[src/rtl/sync_debounce.sv]
// Multi-channel synchronizer plus per-channel glitch filter with optional edge pulses.
// Define SYNC_DEBOUNCE_EDGE_EN to generate the rise/fall pulse outputs.
module sync_debounce #(
  parameter int unsigned WIDTH         = 1,
  parameter int unsigned DEPTH         = 2,
  parameter int unsigned FILTER_CYCLES = 4
) (
  input  logic             clock,
  input  logic             reset,
  input  logic [WIDTH-1:0] in,
  output logic [WIDTH-1:0] out,
  output logic [WIDTH-1:0] rise,
  output logic [WIDTH-1:0] fall
);

  localparam int unsigned CW = $clog2(FILTER_CYCLES + 1);

  generate
    if (DEPTH < 2 || DEPTH > 8) begin : g_bad_depth
      $fatal(1, "sync_debounce: DEPTH must be within 2..8");
    end
    if (FILTER_CYCLES < 1 || FILTER_CYCLES > 65535) begin : g_bad_filter
      $fatal(1, "sync_debounce: FILTER_CYCLES must be within 1..65535");
    end
  endgenerate

  logic [WIDTH-1:0] chain [DEPTH];
  logic [WIDTH-1:0] s;
  logic [WIDTH-1:0] accept;
  logic [CW-1:0]    cnt [WIDTH];

  assign s = chain[DEPTH-1];

  always_ff @(posedge clock) begin
    if (reset) begin
      for (int unsigned k = 0; k < DEPTH; k++) chain[k] <= '0;
    end else begin
      chain[0] <= in;
      for (int unsigned k = 1; k < DEPTH; k++) chain[k] <= chain[k-1];
    end
  end

  // A channel accepts on the edge that completes FILTER_CYCLES consecutive disagreeing samples.
  always_comb begin
    accept = '0;
    for (int unsigned i = 0; i < WIDTH; i++) begin
      accept[i] = (s[i] != out[i]) && (cnt[i] == CW'(FILTER_CYCLES - 1));
    end
  end

  always_ff @(posedge clock) begin
    if (reset) begin
      out <= '0;
      for (int unsigned i = 0; i < WIDTH; i++) cnt[i] <= '0;
    end else begin
      for (int unsigned i = 0; i < WIDTH; i++) begin
        if (s[i] == out[i]) begin
          cnt[i] <= '0;
        end else if (accept[i]) begin
          out[i] <= s[i];
          cnt[i] <= '0;
        end else begin
          cnt[i] <= cnt[i] + CW'(1);
        end
      end
    end
  end

`ifdef SYNC_DEBOUNCE_EDGE_EN
  always_ff @(posedge clock) begin
    if (reset) begin
      rise <= '0;
      fall <= '0;
    end else begin
      rise <= accept & s;
      fall <= accept & ~s;
    end
  end
`else
  assign rise = '0;
  assign fall = '0;
`endif

endmodule

[config.mk]
export PLATFORM = sky130hd
export DESIGN_NAME = sync_debounce
export DESIGN_NICKNAME = d
export VERILOG_FILES = /design/src/rtl/sync_debounce.sv
export SDC_FILE = /design/constraint.sdc
export NUM_CORES = 1
export LEC_CHECK = 0
export ABC_CLOCK_PERIOD_IN_PS = 1800
export BUFFER_PORTS_ARGS = -buffer_cell sky130_fd_sc_hd__buf_2
export CORE_AREA = 4 4 41 43
export CTS_CLUSTER_DIAMETER = 80
export CTS_CLUSTER_SIZE = 12
export DETAILED_ROUTE_END_ITERATION = 12
export DIE_AREA = 0 0 45 47
export GPL_TIMING_DRIVEN = 0
export SLEW_MARGIN = 5
export SYNTH_ARGS = -nofsm -noshare
export SYNTH_HDL_FRONTEND = slang
export SYNTH_SLANG_ARGS = --single-unit
[constraint.sdc]
create_clock -name clock -period 1.8 [get_ports clock]
set_input_delay 0.18 -clock clock [delete_from_list [all_inputs] [get_ports clock]]
set_output_delay 0.18 -clock clock [all_outputs]
set_load 0.005 [all_outputs]
# Yosys cells after proc, flatten, opt, wreduce, memory -nomap -nowiden
# Memories as Yosys holds them, arrays and structs flattened.
# Cells that the tools add are included.
[word_totals]
output_inout_bits = 3
mem_count = 2
ff_bits = 1
inputBits = 3
ram_bits = 5
[classes]
bitwise_logic = 3
n_eq_ne = 3
n_reduce_logical = 5
muxes = 22
n_addsub = 1
[mem_list]
columns = ["name", "words", "width", "rd", "rd_ports_with_merged_regs", "write_ports", "line", "text"]
rows = [
  ["cnt", 1, 3, 1, 0, 1, "30", "logic [CW-1:0] cnt [WIDTH];"],
  ["chain", 2, 1, 2, 0, 2, "27", "logic [WIDTH-1:0] chain [DEPTH];"],
]
[op_table]
columns = ["cell", "count"]
rows = [
  ["1-bit 2-to-1 mux", 19],
  ["3-bit 2-to-1 mux", 3],
  ["3-bit OR reduction", 3],
  ["3-bit by 1-bit adder with 3-bit output, second input constant", 1],
  ["3-bit by 2-bit equality test with 1-bit output, second input constant", 1],
  ["1-bit bitwise OR", 2],
  ["2-bit AND reduction", 1],
  ["1-bit equality test", 1],
  ["1-bit logical AND", 1],
  ["1-bit != test", 1],
  ["1-bit inverter", 1],
]

# Logic depth before layout (Yosys ltp)
# An unclocked memory read counts as a cell.
[depth]
word_depth = 10
depth_mapped = 4

# Least setup slack after synthesis
# No wires, ideal clock.
[synth_timing]
path_type = "reg-to-reg"
from = "mem cnt[0][0] in the netlist's numbering"
to = "mem cnt[0][2] in the netlist's numbering, data pin"
path_stages_with_launch = 4
setup_ns = 0.176
required_ns = 1.624
slack_ns = 0.601
t_arrival_ns = 1.023
period_less_slack_ns = 1.199
cell_sequence = "edfxtp_1 ha_1 ha_1 nor4_1"
[synth_between]
elab_chain_len = 10
elab_cells_between_ends = 16
cone_classes = "add/sub (1); eq/ne (1); mux (10); reduce/logical (3); memory (1)"
[synth_rtl]
columns = ["item", "line", "text"]
rows = [
  ["from (decl)", "30", ""],
  ["memory 1 x 3 bit (*)", "n/a", ""],
  ["3-bit by 2-bit equality test with 1-bit output", "47", "accept[i] = (s[i] != out[i]) && (cnt[i] == CW'(FILTER_CYCLES - 1));"],
  ["1-bit logical AND", "47", ""],
  ["1-bit 2-to-1 mux", "59", "end else if (accept[i]) begin"],
  ["1-bit 2-to-1 mux", "57", "if (s[i] == out[i]) begin"],
  ["1-bit 2-to-1 mux", "52", "if (reset) begin"],
  ["1-bit 2-to-1 mux (not written as such)", "61", "cnt[i] <= '0;"],
  ["3-bit OR reduction (no source line)", "n/a", ""],
  ["3-bit 2-to-1 mux (no source line)", "n/a", ""],
  ["3-bit 2-to-1 mux (no source line) (*)", "n/a", ""],
]
# Mark *: on every way between the ends. The rest lies on a longest branch, timed or not.

# Worst setup path in the final report
[layout_timing]
from = "mem cnt[0][0] in the netlist's numbering"
to = "mem cnt[0][1] in the netlist's numbering, data pin"
# Same word-level chain as after synthesis.

==> flow_summary.toml <==
[run_status]
status = "finished clean"

[clock_network]
cts_tree = "done"
cts.repair.resized = 0
cts_buffers = 3
hold_buffers = 0
postCtsSetupRepairBufs = 0
cts.sinks = 6
htreeDepth = 1
path_clk_slew_ns = 0.05
clk_root_buffer_cell = "clkbuf_4"
insertion_delay_ns = 0.25
clock_path_buffers = 2

[timing]
drv_slew = 0
period_share = 0.715
setup_ws_ns = 0.513
rsz0062_at_grt = "no"
fmax_mhz = 777
fin_setup_tns_ns = 0
finClkSkew_ns = 0.00739
hold_viol = 0
setup_violations = 0
period_needed_ns = 1.29

[detailed_routing]
vias = 163
drt-initial-drc-count = 0
totalWireLength_um = 332
routed_via_density = 3.54
dr.pass1.iters = 1
drc = 0
ant_nets = 0
wl_per_cell_um = 7.22

[worst_setup_path]
crit_path_start_kind = "flop"
cp_max_fo = 4
cp_num_buf_inv = 0
worstSetupPathType = "reg -> reg"
cpMostUsedCell = "ha_1"
rr_startpoint = "cnt[0][0]$_SDFFCE_PN0P_"
cp.arrival_ns = 1.36
worst_setup_path_end_kind = "flop"
critPathRequiredTime_ns = 1.87
path_delay_family = "adder cells"
crit_start = "cnt[0][0]$_SDFFCE_PN0P_"
worst_path_max_delay_cell = "edfxtp_1"
cpPeakStageDelay_ns = 0.39
path_cells = "ha_1 > ha_1 > nor4b_2"

[floorplan]
coreArea_mm2 = 0.00130
die-area_mm2 = 0.00212
core.rowCount = 13
start_util = 0.203
die-width_um = 45
ioPinCount = 6
die_y_um = 47

[power]
p_per_area_mw_per_mm2 = 906
p_leak_nw = 0.144
vdd_drop_max_v = 0.000351

[logic_synthesis]
synth_area_leaders = "edfxtp_1 34%, dfxtp_1 23%, ha_1 9.5%"
ys_async_sr_fraction = 0
ys_seq_area_frac = 0.569
synth_area_per_cell_um2 = 12.6
synth_top_area_cell = "edfxtp_1"
ys_ff_latch = 6
yosysUniqueCellTypes = 12
synth_ff_type = "edfxtp_1"
syn_area_um2 = 264
netlist_instances = 21
synth_top_area_share = 0.341
synth-edff-count = 3
yosys_warnings = 0
synth_common_cells = "3 x dfxtp_1, 3 x edfxtp_1"

[placed_design]
io_buffers = 3
gp_congestion = 0.675
place.detailed.hpwl_um = 257
dp_slack_ns = 0.508

[layout]
nets = 37
diodes = 0
drive_gt1_frac = 0.290
fin_util = 0.258
syn_to_final_growth_pct = 27.0

[grt]
grt_pass1_vias = 157
grt_pass1_wl_um = 579
grt_antenna_before_repair = 0
grt_usage = 0.0469
grt_overflow = 0
grt_max_degree = 7

[min_path]
worstHoldStart = "in"
hold_path_class = "in -> reg"

[run]
drv_cap = 0
[stage by stage]
stage / instances / total power [mW] / hold slack [ns] / area, µm²
2_1_floorplan: 24 / 0.166 / 0.252 / 275
6_report: 46 / 0.304 / 0.139 / 335
4_1_cts: 46 / 0.315 / 0.125 / 335
3_3_place_gp: 42 / 0.171 / 0.394 / 309
3_5_place_dp: 42 / 0.172 / 0.394 / 309
5_1_grt: 46 / 0.328 / 0.160 / 335
[worst paths after layout]
| path | end | slack, ns | cells after the start |
|---|---|---|---|
| setup reg to reg | cnt[0][1]$_SDFFCE_PN0P_ | 0.51 | 3 |
| setup / recovery | cnt[0][1]$_SDFFCE_PN0P_ | 0.51 | 3 |
| hold reg to reg | chain[0][1]$_SDFF_PP0_ | 0.46 | 1 |
| hold / removal | chain[0][0]$_SDFF_PP0_ | 0.14 | 2 |
[metal layers]
layer,part of all wire,GRT usage,vias up
met2,0.39,0.0537,8
met4,0.051,0.0877,0
met5,0,0,-
li1,-,-,84
met3,0.10,0.0230,2
met1,0.46,0.0439,69
[area by class of cell]
class	count	area [µm²]
inverters	1	3.75
multi-input cells	15	106
well taps	15	18.8
fillers	152	966
repair buffers	3	15.0
plain buffers	2	15.0
clock buffers	4	26.3
flip-flops and latches	6	150
[cell usage in the layout (no fill, tap or decap)]
| cell type | count |
|---|---|
| conb_1 | 5 |
| dfxtp_1 | 3 |
| clkbuf_4 | 3 |
| edfxtp_1 | 3 |
| buf_2 | 3 |
| nor4_1 | 2 |
| nor2b_1 | 2 |
| ha_1 | 2 |
| buf_4 | 2 |
| inv_1 | 1 |
| xnor2_1 | 1 |
| nor4b_2 | 1 |
| mux2i_1 | 1 |
| nor2_1 | 1 |
| clkbuf_1 | 1 |
[state kept, by name (all words and copies together) (netlist names)]
name and flops:
out 1, cnt 3, chain 2
[power breakdown]
| group | switching (mW) | leakage (nW) | internal, mW |
|---|---|---|---|
| registers | 0.00205 | 0.0556 | 0.149 |
| logic | 0.00845 | 0.0731 | 0.00922 |
| clock network | 0.0508 | 0.0150 | 0.0841 |
| total | 0.0613 | 0.144 | 0.243 |
[kinds of logic (layout without fill, tap and decap cells)]
family        after synthesis  after routing  synth area share
buf+inv                     3             10            0.0711
fa+ha+maj                   2              2            0.0948
other cells                 2              5            0.0284
simple gates                6              6             0.166
mux                         1              1            0.0379
flops                       6              6             0.569
xor+xnor                    1              1            0.0332
Note: power is estimated with default switching activity, not from simulation.
